[config.mk]
export PLATFORM = sky130hd
export DESIGN_NAME = gpio_cmd_master_flat
export DESIGN_NICKNAME = d
export VERILOG_FILES = /design/src/rtl/gpio_link_pkg.sv /design/src/rtl/gpio_cmd_master_if.sv /design/src/rtl/gpio_sync.sv /design/src/rtl/gpio_cmd_master.sv /design/src/flat_wrapper.sv
export SDC_FILE = /design/constraint.sdc
export NUM_CORES = 1
export LEC_CHECK = 0
export CORE_UTILIZATION = 40
export DETAILED_ROUTE_END_ITERATION = 16
export PLACE_DENSITY = 0.77
export RECOVER_POWER = 50
export SLEW_MARGIN = 5
export SYNTH_ARGS = -nofsm -noshare
export SYNTH_HDL_FRONTEND = slang
export SYNTH_SLANG_ARGS = --single-unit
export TNS_END_PERCENT = 20
[constraint.sdc]
create_clock -name i_clk -period 4.6 [get_ports i_clk]
set_input_delay 0.92 -clock i_clk [delete_from_list [all_inputs] [get_ports i_clk]]
set_output_delay 0.92 -clock i_clk [all_outputs]
set_load 0.005 [all_outputs]
[src/rtl/gpio_link_pkg.sv]
// ---------------------------------------------------------------------------
// gpio_link_pkg
// Shared definitions for the 32-bit GPIO command link: word/opcode widths,
// opcode constants, the master FSM state encoding, the idle word and a small
// helper used to size counters.
// ---------------------------------------------------------------------------
package gpio_link_pkg;

    localparam int GPIO_WIDTH  = 32;
    localparam int OP_WIDTH    = 4;
    localparam int PAYLD_WIDTH = GPIO_WIDTH - OP_WIDTH;

    localparam logic [OP_WIDTH-1:0] OP_NOP      = 4'h0;
    localparam logic [OP_WIDTH-1:0] OP_ADC_RD   = 4'h1;
    localparam logic [OP_WIDTH-1:0] OP_DAC_GPIO = 4'h2;

    // Word driven on GPIO_IN whenever no command is in flight.
    localparam logic [GPIO_WIDTH-1:0] IDLE_WORD = '0;

    typedef enum logic [2:0] {
        S_IDLE   = 3'd0,
        S_SETTLE = 3'd1,
        S_POLL   = 3'd2,
        S_RESP   = 3'd3,
        S_GAP    = 3'd4
    } state_t;

    function automatic int max3(input int a, input int b, input int c);
        int m;
        m = (a > b) ? a : b;
        return (m > c) ? m : c;
    endfunction

endpackage

[src/rtl/gpio_cmd_master_if.sv]
// ---------------------------------------------------------------------------
// gpio_cmd_master_if
// Bundles the command channel, the response channel and the GPIO word pair.
//
// Handshake rule for both cmd_* and rsp_*: a transfer happens on a rising
// clock edge where valid and ready are both high. The source holds valid and
// its payload stable until that edge; ready never depends combinationally on
// valid.
//
// Modports:
//   master - the gpio_cmd_master side (accepts commands, produces replies,
//            drives gpio_in, reads gpio_out)
//   slave  - the environment side (host bridge + GPIO box)
// ---------------------------------------------------------------------------
interface gpio_cmd_master_if;
    import gpio_link_pkg::*;

    logic                   cmd_valid;
    logic                   cmd_ready;
    logic [OP_WIDTH-1:0]    cmd_op;
    logic [PAYLD_WIDTH-1:0] cmd_payld;
    logic                   rsp_valid;
    logic                   rsp_ready;
    logic [GPIO_WIDTH-1:0]  rsp_data;
    logic                   rsp_tmo;
    logic                   busy;
    logic [GPIO_WIDTH-1:0]  gpio_in;
    logic [GPIO_WIDTH-1:0]  gpio_out;

    modport master (
        input  cmd_valid, cmd_op, cmd_payld, rsp_ready, gpio_out,
        output cmd_ready, rsp_valid, rsp_data, rsp_tmo, busy, gpio_in
    );

    modport slave (
        output cmd_valid, cmd_op, cmd_payld, rsp_ready, gpio_out,
        input  cmd_ready, rsp_valid, rsp_data, rsp_tmo, busy, gpio_in
    );

endinterface

[src/rtl/gpio_sync.sv]
// ---------------------------------------------------------------------------
// gpio_sync
// Per-bit flop chain that brings the GPIO box reply word into the local
// clock domain. STAGES = 0 turns it into a wire for a same-clock box.
//
// Ports:
//   i_clk   - clock
//   i_rst_n - asynchronous active-low reset, clears every stage
//   i_d     - raw input word
//   o_q     - synchronised word (i_d delayed by STAGES cycles)
// ---------------------------------------------------------------------------
module gpio_sync #(
    parameter int STAGES = 2,
    parameter int WIDTH  = 32
) (
    input  logic             i_clk,
    input  logic             i_rst_n,
    input  logic [WIDTH-1:0] i_d,
    output logic [WIDTH-1:0] o_q
);

    generate
        if (STAGES == 0) begin : g_bypass
            assign o_q = i_d;
        end else begin : g_chain
            logic [WIDTH-1:0] r_chain [STAGES];

            always_ff @(posedge i_clk or negedge i_rst_n) begin
                if (!i_rst_n) begin
                    for (int i = 0; i < STAGES; i++) begin
                        r_chain[i] <= '0;
                    end
                end else begin
                    r_chain[0] <= i_d;
                    for (int i = 1; i < STAGES; i++) begin
                        r_chain[i] <= r_chain[i-1];
                    end
                end
            end

            assign o_q = r_chain[STAGES-1];
        end
    endgenerate

endmodule

[src/rtl/gpio_cmd_master.sv]
// ---------------------------------------------------------------------------
// gpio_cmd_master
// Initiator end of the GPIO command link. Takes {op,payload} from the local
// host over cmd valid/ready, drives the word on gpio_in, waits a settle time,
// polls the (synchronised) gpio_out reply until its opcode field echoes the
// command opcode, and returns the captured reply over rsp valid/ready. If no
// echo arrives within TIMEOUT_CYCLES polls, the last sample is returned with
// rsp_tmo set. An all-zero word is driven for GAP_CYCLES after each command so
// the box sees a fresh edge on every command.
//
// Ports:
//   i_clk        - clock, rising edge
//   i_rst_n      - asynchronous active-low reset
//   io_bus       - gpio_cmd_master_if.master (cmd, rsp, busy, gpio_in/out)
//   o_dbg_state  - current FSM state
// ---------------------------------------------------------------------------
module gpio_cmd_master
    import gpio_link_pkg::*;
#(
    parameter int SETTLE_CYCLES  = 2,
    parameter int TIMEOUT_CYCLES = 255,
    parameter int GAP_CYCLES     = 2,
    parameter int SYNC_STAGES    = 2
) (
    input  logic                    i_clk,
    input  logic                    i_rst_n,
    gpio_cmd_master_if.master       io_bus,
    output state_t                  o_dbg_state
);

    // One shared counter serves settle, poll and gap phases; it is sized for
    // the largest of the three so it can never wrap.
    localparam int CNT_MAX = max3(SETTLE_CYCLES, TIMEOUT_CYCLES, GAP_CYCLES);
    localparam int CNT_W   = $clog2(CNT_MAX + 1);

    localparam logic [CNT_W-1:0] SETTLE_LAST = CNT_W'(SETTLE_CYCLES - 1);
    localparam logic [CNT_W-1:0] TMO_LAST    = CNT_W'(TIMEOUT_CYCLES - 1);
    localparam logic [CNT_W-1:0] GAP_LAST    = CNT_W'(GAP_CYCLES - 1);

    state_t                r_state;
    logic [CNT_W-1:0]      r_cnt;
    logic [OP_WIDTH-1:0]   r_op;
    logic [GPIO_WIDTH-1:0] r_gpio_in;
    logic [GPIO_WIDTH-1:0] r_rsp_data;
    logic                  r_rsp_tmo;

    logic [GPIO_WIDTH-1:0] w_sample;
    logic [OP_WIDTH-1:0]   w_sample_op;
    logic                  w_echo;

    gpio_sync #(
        .STAGES (SYNC_STAGES),
        .WIDTH  (GPIO_WIDTH)
    ) u_sync (
        .i_clk   (i_clk),
        .i_rst_n (i_rst_n),
        .i_d     (io_bus.gpio_out),
        .o_q     (w_sample)
    );

    assign w_sample_op = w_sample[GPIO_WIDTH-1 -: OP_WIDTH];
    assign w_echo      = (w_sample_op == r_op);

    always_ff @(posedge i_clk or negedge i_rst_n) begin
        if (!i_rst_n) begin
            r_state    <= S_IDLE;
            r_cnt      <= '0;
            r_op       <= OP_NOP;
            r_gpio_in  <= IDLE_WORD;
            r_rsp_data <= '0;
            r_rsp_tmo  <= 1'b0;
        end else begin
            case (r_state)
                S_IDLE: begin
                    // cmd_ready is high throughout IDLE, so valid alone means
                    // a transfer. NOP commands are consumed without effect.
                    if (io_bus.cmd_valid && (io_bus.cmd_op != OP_NOP)) begin
                        r_op      <= io_bus.cmd_op;
                        r_gpio_in <= {io_bus.cmd_op, io_bus.cmd_payld};
                        r_cnt     <= '0;
                        r_state   <= S_SETTLE;
                    end
                end

                S_SETTLE: begin
                    if (r_cnt == SETTLE_LAST) begin
                        r_cnt   <= '0;
                        r_state <= S_POLL;
                    end else begin
                        r_cnt <= r_cnt + CNT_W'(1);
                    end
                end

                S_POLL: begin
                    // Echo is tested first so a match on the final poll
                    // still counts as a good reply.
                    if (w_echo) begin
                        r_rsp_data <= w_sample;
                        r_rsp_tmo  <= 1'b0;
                        r_cnt      <= '0;
                        r_state    <= S_RESP;
                    end else if (r_cnt == TMO_LAST) begin
                        r_rsp_data <= w_sample;
                        r_rsp_tmo  <= 1'b1;
                        r_cnt      <= '0;
                        r_state    <= S_RESP;
                    end else begin
                        r_cnt <= r_cnt + CNT_W'(1);
                    end
                end

                S_RESP: begin
                    // Waits indefinitely for the consumer; gpio_in stays held.
                    if (io_bus.rsp_ready) begin
                        r_gpio_in <= IDLE_WORD;
                        r_cnt     <= '0;
                        r_state   <= S_GAP;
                    end
                end

                S_GAP: begin
                    if (r_cnt == GAP_LAST) begin
                        r_cnt   <= '0;
                        r_state <= S_IDLE;
                    end else begin
                        r_cnt <= r_cnt + CNT_W'(1);
                    end
                end

                default: begin
                    r_cnt     <= '0;
                    r_gpio_in <= IDLE_WORD;
                    r_state   <= S_IDLE;
                end
            endcase
        end
    end

    // Status outputs decode the state register only (no path from cmd_valid).
    assign io_bus.cmd_ready = (r_state == S_IDLE);
    assign io_bus.busy      = (r_state != S_IDLE);
    assign io_bus.rsp_valid = (r_state == S_RESP);
    assign io_bus.rsp_data  = r_rsp_data;
    assign io_bus.rsp_tmo   = r_rsp_tmo;
    assign io_bus.gpio_in   = r_gpio_in;
    assign o_dbg_state      = r_state;

endmodule

[src/flat_wrapper.sv]
// flat-port wrapper written by rule: the top's interface ports become plain ports
module gpio_cmd_master_flat import gpio_link_pkg::*;
#(
    parameter int SETTLE_CYCLES  = 2,
    parameter int TIMEOUT_CYCLES = 255,
    parameter int GAP_CYCLES     = 2,
    parameter int SYNC_STAGES    = 2
)
  (i_clk, i_rst_n, o_dbg_state, io_bus_cmd_valid, io_bus_cmd_op, io_bus_cmd_payld, io_bus_rsp_ready, io_bus_gpio_out, io_bus_cmd_ready, io_bus_rsp_valid, io_bus_rsp_data, io_bus_rsp_tmo, io_bus_busy, io_bus_gpio_in);
  gpio_cmd_master_if io_bus_i ();
  input  logic i_clk;
  input  logic i_rst_n;
  output state_t o_dbg_state;
  input wire logic [$bits(io_bus_i.cmd_valid)-1:0] io_bus_cmd_valid;
  input wire logic [$bits(io_bus_i.cmd_op)-1:0] io_bus_cmd_op;
  input wire logic [$bits(io_bus_i.cmd_payld)-1:0] io_bus_cmd_payld;
  input wire logic [$bits(io_bus_i.rsp_ready)-1:0] io_bus_rsp_ready;
  input wire logic [$bits(io_bus_i.gpio_out)-1:0] io_bus_gpio_out;
  output wire logic [$bits(io_bus_i.cmd_ready)-1:0] io_bus_cmd_ready;
  output wire logic [$bits(io_bus_i.rsp_valid)-1:0] io_bus_rsp_valid;
  output wire logic [$bits(io_bus_i.rsp_data)-1:0] io_bus_rsp_data;
  output wire logic [$bits(io_bus_i.rsp_tmo)-1:0] io_bus_rsp_tmo;
  output wire logic [$bits(io_bus_i.busy)-1:0] io_bus_busy;
  output wire logic [$bits(io_bus_i.gpio_in)-1:0] io_bus_gpio_in;
  assign io_bus_i.cmd_valid = io_bus_cmd_valid;
  assign io_bus_i.cmd_op = io_bus_cmd_op;
  assign io_bus_i.cmd_payld = io_bus_cmd_payld;
  assign io_bus_i.rsp_ready = io_bus_rsp_ready;
  assign io_bus_i.gpio_out = io_bus_gpio_out;
  assign io_bus_cmd_ready = io_bus_i.cmd_ready;
  assign io_bus_rsp_valid = io_bus_i.rsp_valid;
  assign io_bus_rsp_data = io_bus_i.rsp_data;
  assign io_bus_rsp_tmo = io_bus_i.rsp_tmo;
  assign io_bus_busy = io_bus_i.busy;
  assign io_bus_gpio_in = io_bus_i.gpio_in;
  gpio_cmd_master #(.SETTLE_CYCLES(SETTLE_CYCLES), .TIMEOUT_CYCLES(TIMEOUT_CYCLES), .GAP_CYCLES(GAP_CYCLES), .SYNC_STAGES(SYNC_STAGES)) u_core (.i_clk(i_clk), .i_rst_n(i_rst_n), .io_bus(io_bus_i), .o_dbg_state(o_dbg_state));
endmodule
==> impl_metrics.ini, run 1 <==
[yosys]
synth_area_leaders = dfrtp_1 69%, mux2_4 8.4%, o21ai_0 3.5%
ys_async_sr_fraction_pct = 100.0
yosysMostFrequentCell = dfrtp_1
synth_common_cells = 144 x dfrtp_1, 36 x o21ai_0, 33 x inv_1
synth-edff-count = 0
synthCells = 367
syn_area_um2 = 5187
synth.top_cell.area_share_pct = 69.46
ys_seq_area_share_pct = 69.46
syn_avg_cell_area_um2 = 14.13
yosysTopAreaCell = dfrtp_1
ys.flop_type = dfrtp_1
ys_warn_count = 0
syn_nets = 438
ys_seq_elements = 144
synth_cell_type_count = 38

[timing]
rsz0062_at_grt = no
fin_crit_ns = 2.990
slew_headroom_pct = -66.09
drv_slew = 108
hold-worst-slack_ns = 0.3458
fmax_mhz = 334.5
clock_skew_ns = 0.005849
worst_pin_slew_ns = 2.491
hold_viol = 0
fin_tns_setup_ns = 0
setup_viol = 0
post-route-period-util_pct = 65.00

[floorplanning]
die_area_um2 = 13430
die-width_um = 115.9
io_pins = 139
rows = 41
core_um2 = 12620
start_util_pct = 41.11
dieHeight_um = 115.9

[cells_and_area]
stdcell_count = 698
seq_area_um2 = 3603
nNetsFinal = 583
fillerInstances = 1053
syn2layout_area_growth_pct = 40.21
final_layout_size_suffix_gt1_share_pct = 14.67
multi_input_area_um2 = 1375

[clocking]
clkSlewWorstSetupHoldPaths_ns = 0.06
cts_tree = built
postCtsSetupBuffers = 0
cts_htree_levels = 4
numCtsBuffers = 17
postCtsHoldBufs = 0
cts_resized = 0
clkLatencyLatePin_ns = 0.41
clockBufferDepth = 2
cts_sinks = 144
root_buffer = clkbuf_16

[critical_path]
cp-end-kind = primary output
critPathMaxFanout = 32
cp_cell_sequence = nor3_4, buf_4, inv_2, clkdlybuf4s50_1
rr_worst_depth = 6
cp.required_ns = 3.68
slowest_stage = dfrtp_1
worstPathArrival_ns = 2.07
start_kind = flop
crit_type = flop to primary output
worst_path_largest_cell_delay_ns = 0.55

[hold_path]
whs_path_depth = 0
hold_class = flop to flop

[power_and_ir_drop]
ir_drop_mv = 0.2877
power.density_nw_per_um2 = 601.6
total_power_uw = 4376
p_leak_uw = 0.003259

[global_routing]
grt_max_degree = 108
grtUsageTotal_pct = 17.10
grt_overflow = 0
antenna_found_initial = 1
grt_pass1_wl_um = 16950
first_global_vias = 3440

[run_status]
status = finished, violations left
violations = capacitance limit, slew limit

[detailed_routing]
routed_wl_um = 10580
vias_per_cell = 4.716
avgRoutedWirePerCell_um = 15.15
wl_met3_um = 913
vias = 3292
wl_met1_um = 4349
drtIter0Drc = 147
drc_errors = 0
route.met2.wl_um = 5138
first_pass_iters = 4
top_layer_used = met4
antenna_left = 0

[run]
maxCapViolCount = 1

[place]
gp_congestion = 0.7660
io_buffers = 138
hpwlAfterDp_um = 7076
place_inst = 665
==> flip-flops by register name, summed over array words and instances (netlist names) <==
register,flops
u_core.r_cnt,8
u_core.u_sync.o_q,32
u_core.io_bus.rsp_tmo,1
u_core.io_bus.rsp_data,32
u_core.r_op,4
u_core.u_sync.g_chain.r_chain,32
u_core.o_dbg_state,3
u_core.io_bus.gpio_in,32
==> critical path, delay by kind of cell (launching register included) <==
family	cells	cell delay, ns
flops	1	0.55
simple gates	1	0.18
buf+inv	3	0.92
==> power breakdown <==
| group | total, uW | internal, uW | leakage (uW) | switching, uW |
|---|---|---|---|---|
| Combinational | 1340 | 781 | 0.00119 | 559 |
| Clock | 1260 | 766 | 0.000276 | 495 |
| Sequential | 1770 | 1570 | 0.00180 | 208 |
==> routing by layer <==
| layer | up-vias | global-route usage [%] |
|---|---|---|
| met1 | 1633 | 19.90 |
| li1 | 1519 | - |
| met4 | 0 | 8.205 |
| met2 | 125 | 27.10 |
| met5 | - | 0 |
| met3 | 15 | 7.531 |
==> through the flow <==
| stage | instance area (um2) | util (%) | setup slack (ns) |
|---|---|---|---|
| after detailed placement | 6726 | 53.30 | 1.572 |
| after floorplan | 5187 | - | 2.557 |
| after global routing | 7271 | 57.61 | 1.254 |
| after CTS | 7277 | 57.66 | 1.562 |
| final | 7273 | 57.63 | 1.610 |
| after global placement | 6726 | 53.30 | 1.681 |
==> cells in the final DEF (no fill, tap or decap), types with 2 or more instances in the layout <==
master,synthesis,layout
clkinv_4,0,2
nand3b_1,2,2
clkbuf_16,0,17
nand2_1,12,12
a21oi_1,5,5
dlygate4sd3_1,0,32
nor3_1,2,2
clkdlybuf4s50_1,0,105
a22o_1,4,4
nor2b_1,2,2
ha_1,3,3
buf_4,3,3
mux2_4,29,29
clkbuf_1,3,2
clkbuf_8,0,2
inv_1,33,33
nor2_1,10,10
clkinv_2,0,7
xnor2_1,4,4
nand3_1,32,32
and2_1,4,3
o2bb2ai_1,2,2
o21ai_0,36,36
xor2_1,5,5
mux2_2,7,7
dfrtp_1,144,144
==> worst paths after layout <==
check                                                            start                                      to  slack [ns]
min reg2reg                u_core.u_sync.g_chain.r_chain[34]$_DFF_PN0_          u_core.u_sync.o_q[2]$_DFF_PN0_        0.35
min in group asynchronous                                      i_rst_n  u_core.io_bus.rsp_data[28]$_DFFE_PN0P_        1.27
max in group asynchronous                                      i_rst_n   u_core.io_bus.gpio_in[10]$_DFFE_PN0P_        1.76
max reg2reg                          u_core.o_dbg_state[0]$_DFFE_PN0P_   u_core.io_bus.gpio_in[20]$_DFFE_PN0P_        2.05
min                        u_core.u_sync.g_chain.r_chain[34]$_DFF_PN0_          u_core.u_sync.o_q[2]$_DFF_PN0_        0.35
max                                  u_core.o_dbg_state[0]$_DFFE_PN0P_                             io_bus_busy        1.61
==> layout make-up <==
cell class                      instances  area share, %
Antenna cell                            1        0.03441
Clock inverter                         11          1.239
Inverter                               34          1.755
Sequential cell                       144          49.54
Tap cell                              172          2.959
Multi-Input combinational cell        174          18.91
Timing Repair Buffer                  141          19.23
Clock buffer                           21          6.331
==> logic make-up (layout without fill, tap and decap cells) <==
kind of cell	Yosys count	count (layout)	synth area share, %
buffers and inverters	49	207	4.341
XOR/XNOR	9	9	1.519
other	0	1	0
adder cells (fa/ha/maj)	3	3	0.7237
AO/OA/AOI/OAI	56	56	6.898
multiplexers	36	36	9.913
flip-flops	144	144	69.46
AND/OR/NAND/NOR	70	70	7.140
Note: power is estimated with default switching activity, not from simulation.
==> inputs of run 2 (changes only) <==
Settings changed: PLACE_DENSITY 0.77 to 0.8.
Clock period 4.6 ns to 2.5 ns, I/O delays scaled along.
==> impl_metrics.ini, run 2 (synthesis results as in run 1) <==
[run_status]
status = finished, final reports clean

[timing]
slew_headroom_pct = 18.63
setup_viol = 0
clock_skew_ns = 0.004980
rsz0062_at_grt = no
drv_slew = 0
fin_tns_setup_ns = 0
fin_crit_ns = 2.360
hold_viol = 0
hold-worst-slack_ns = 0.3363
post-route-period-util_pct = 94.39
worst_pin_slew_ns = 1.221
fmax_mhz = 423.8

[global_routing]
grt_pass1_wl_um = 16830
first_global_vias = 3403
antenna_found_initial = 1
grt_overflow = 0
grt_max_degree = 64
grtUsageTotal_pct = 17.02

[cells_and_area]
fillerInstances = 1042
nNetsFinal = 586
final_layout_size_suffix_gt1_share_pct = 14.77
syn2layout_area_growth_pct = 41.82
final_cell_mix = 144 x dfrtp_1, 105 x clkdlybuf4s50_1, 36 x o21ai_0
layout_commonest_cell = dfrtp_1

[clocking]
clkSlewWorstSetupHoldPaths_ns = 0.06
root_buffer = clkbuf_16
cts_tree = built
cts_resized = 0
clockBufferDepth = 2
postCtsSetupBuffers = 0
cts_sinks = 144
clkLatencyLatePin_ns = 0.41
numCtsBuffers = 17
cts_htree_levels = 4
postCtsHoldBufs = 0

[detailed_routing]
vias = 3309
vias_per_cell = 4.720
antenna_left = 0
avgRoutedWirePerCell_um = 15.14
first_pass_iters = 6
drtIter0Drc = 120
routed_wl_um = 10620
drc_errors = 0

[critical_path]
slowest_stage = dfrtp_1
r2r_setup_slack_ns = 0.49
worstPathArrival_ns = 1.86
cp.required_ns = 2.00
rr_startpoint = u_core.o_dbg_state[2]$_DFFE_PN0P_
rr_worst_depth = 5
crit_type = flop to primary output
start_kind = flop
cp_top_family = flip-flops
critPathMaxFanout = 14
worst_path_largest_cell_delay_ns = 0.65
cp-end-kind = primary output
crit_buf_inv = 2
worst-path-stages = 3
r2r_end = u_core.io_bus.rsp_data[31]$_DFFE_PN0P_
cp_cell_sequence = nand3b_1, inv_1, clkdlybuf4s50_1
crit_path_start = u_core.o_dbg_state[0]$_DFFE_PN0P_

[floorplanning]
dieHeight_um = 115.9
die-width_um = 115.9
die_area_um2 = 13430
io_pins = 139
start_util_pct = 41.11
core_um2 = 12620
rows = 41

[power_and_ir_drop]
power.density_nw_per_um2 = 1137
p_leak_uw = 0.003284
switching_share_pct = 28.71
ir_drop_mv = 0.4921
pwr-share-clk_pct = 30.8
pwr-share-comb_pct = 30.0
p_int_uw = 5964
switching_power_uw = 2401
power_frac_seq_pct = 39.2

[hold_path]
hold_class = input pin to async pin

[run]
maxCapViolCount = 0

[place]
gp_congestion = 0.8387
io_buffers = 138
hpwlAfterDp_um = 7395
## run 2: changes by cell type in the layout (fill, tap and decap cells not counted), moves of 2 or more
cell,delta
bufinv_16,+2
inv_6,+2
clkinv_2,-6
clkbuf_1,+2
clkinvlp_4,+2
## run 2: worst max-delay path by stage
stage	endpoint	slack, ns
after global placement	u_core.o_dbg_state[0]$_DFFE_PN0P_	0.30
after CTS	io_bus_rsp_valid	0.12
after floorplan	u_core.io_bus.rsp_data[10]$_DFFE_PN0P_	0.86
after detailed placement	u_core.o_dbg_state[0]$_DFFE_PN0P_	0.25
after global routing	io_bus_rsp_valid	0.001
final	io_bus_rsp_valid	0.14
## run 2: through the flow
stage	setup slack, ns	area, um2	instances	total power, uW	util [%]
5_1_grt	0.001426	7357	701	8844	58.30
6_report	0.1404	7357	701	8365	58.30
2_1_floorplan	0.8557	5187	367	4447	-
3_3_place_gp	0.3016	6774	668	5730	53.68
3_5_place_dp	0.2463	6774	668	5852	53.68
4_1_cts	0.1187	7380	700	8478	58.48
## run 2: worst reg2reg max path, delay by kind of cell (launching register included)
family / cells / cell delay [ns]
DFF: 1 / 0.56
buffers and inverters: 1 / 0.52
muxes: 1 / 0.41
and+or+nand+nor: 2 / 0.31
AOI/OAI and AO/OA: 1 / 0.09
## run 2: layout make-up
cell class | instances | area [um2] | area share, %
flip-flops and latches | 144 | 3603 | 48.98
repair buffers | 144 | 1428 | 19.40
multi-input cells | 174 | 1375 | 18.69
clock buffers | 21 | 450.4 | 6.122
well taps | 172 | 215.2 | 2.925
clock inverters | 11 | 155.1 | 2.109
inverters | 34 | 127.6 | 1.735
diodes | 1 | 2.502 | 0.03401
## run 2: power by group through the flow
stage	Combinational, uW	Clock [uW]	Sequential (uW)
after floorplan	1220	0	3230
after global placement	2460	0	3270
after detailed placement	2550	0	3300
after CTS	2570	2630	3280
after global routing	2770	2740	3340
final	2510	2570	3280
## run 2: metal layers
| metal | part of all wire (%) | track usage [%] | up-vias |
|---|---|---|---|
| met5 | 0 | 0 | - |
| met4 | 1.8 | 7.692 | 0 |
| met3 | 7.0 | 6.485 | 17 |
| met2 | 50 | 27.74 | 125 |
| met1 | 42 | 20.01 | 1641 |
| li1 | - | - | 1526 |
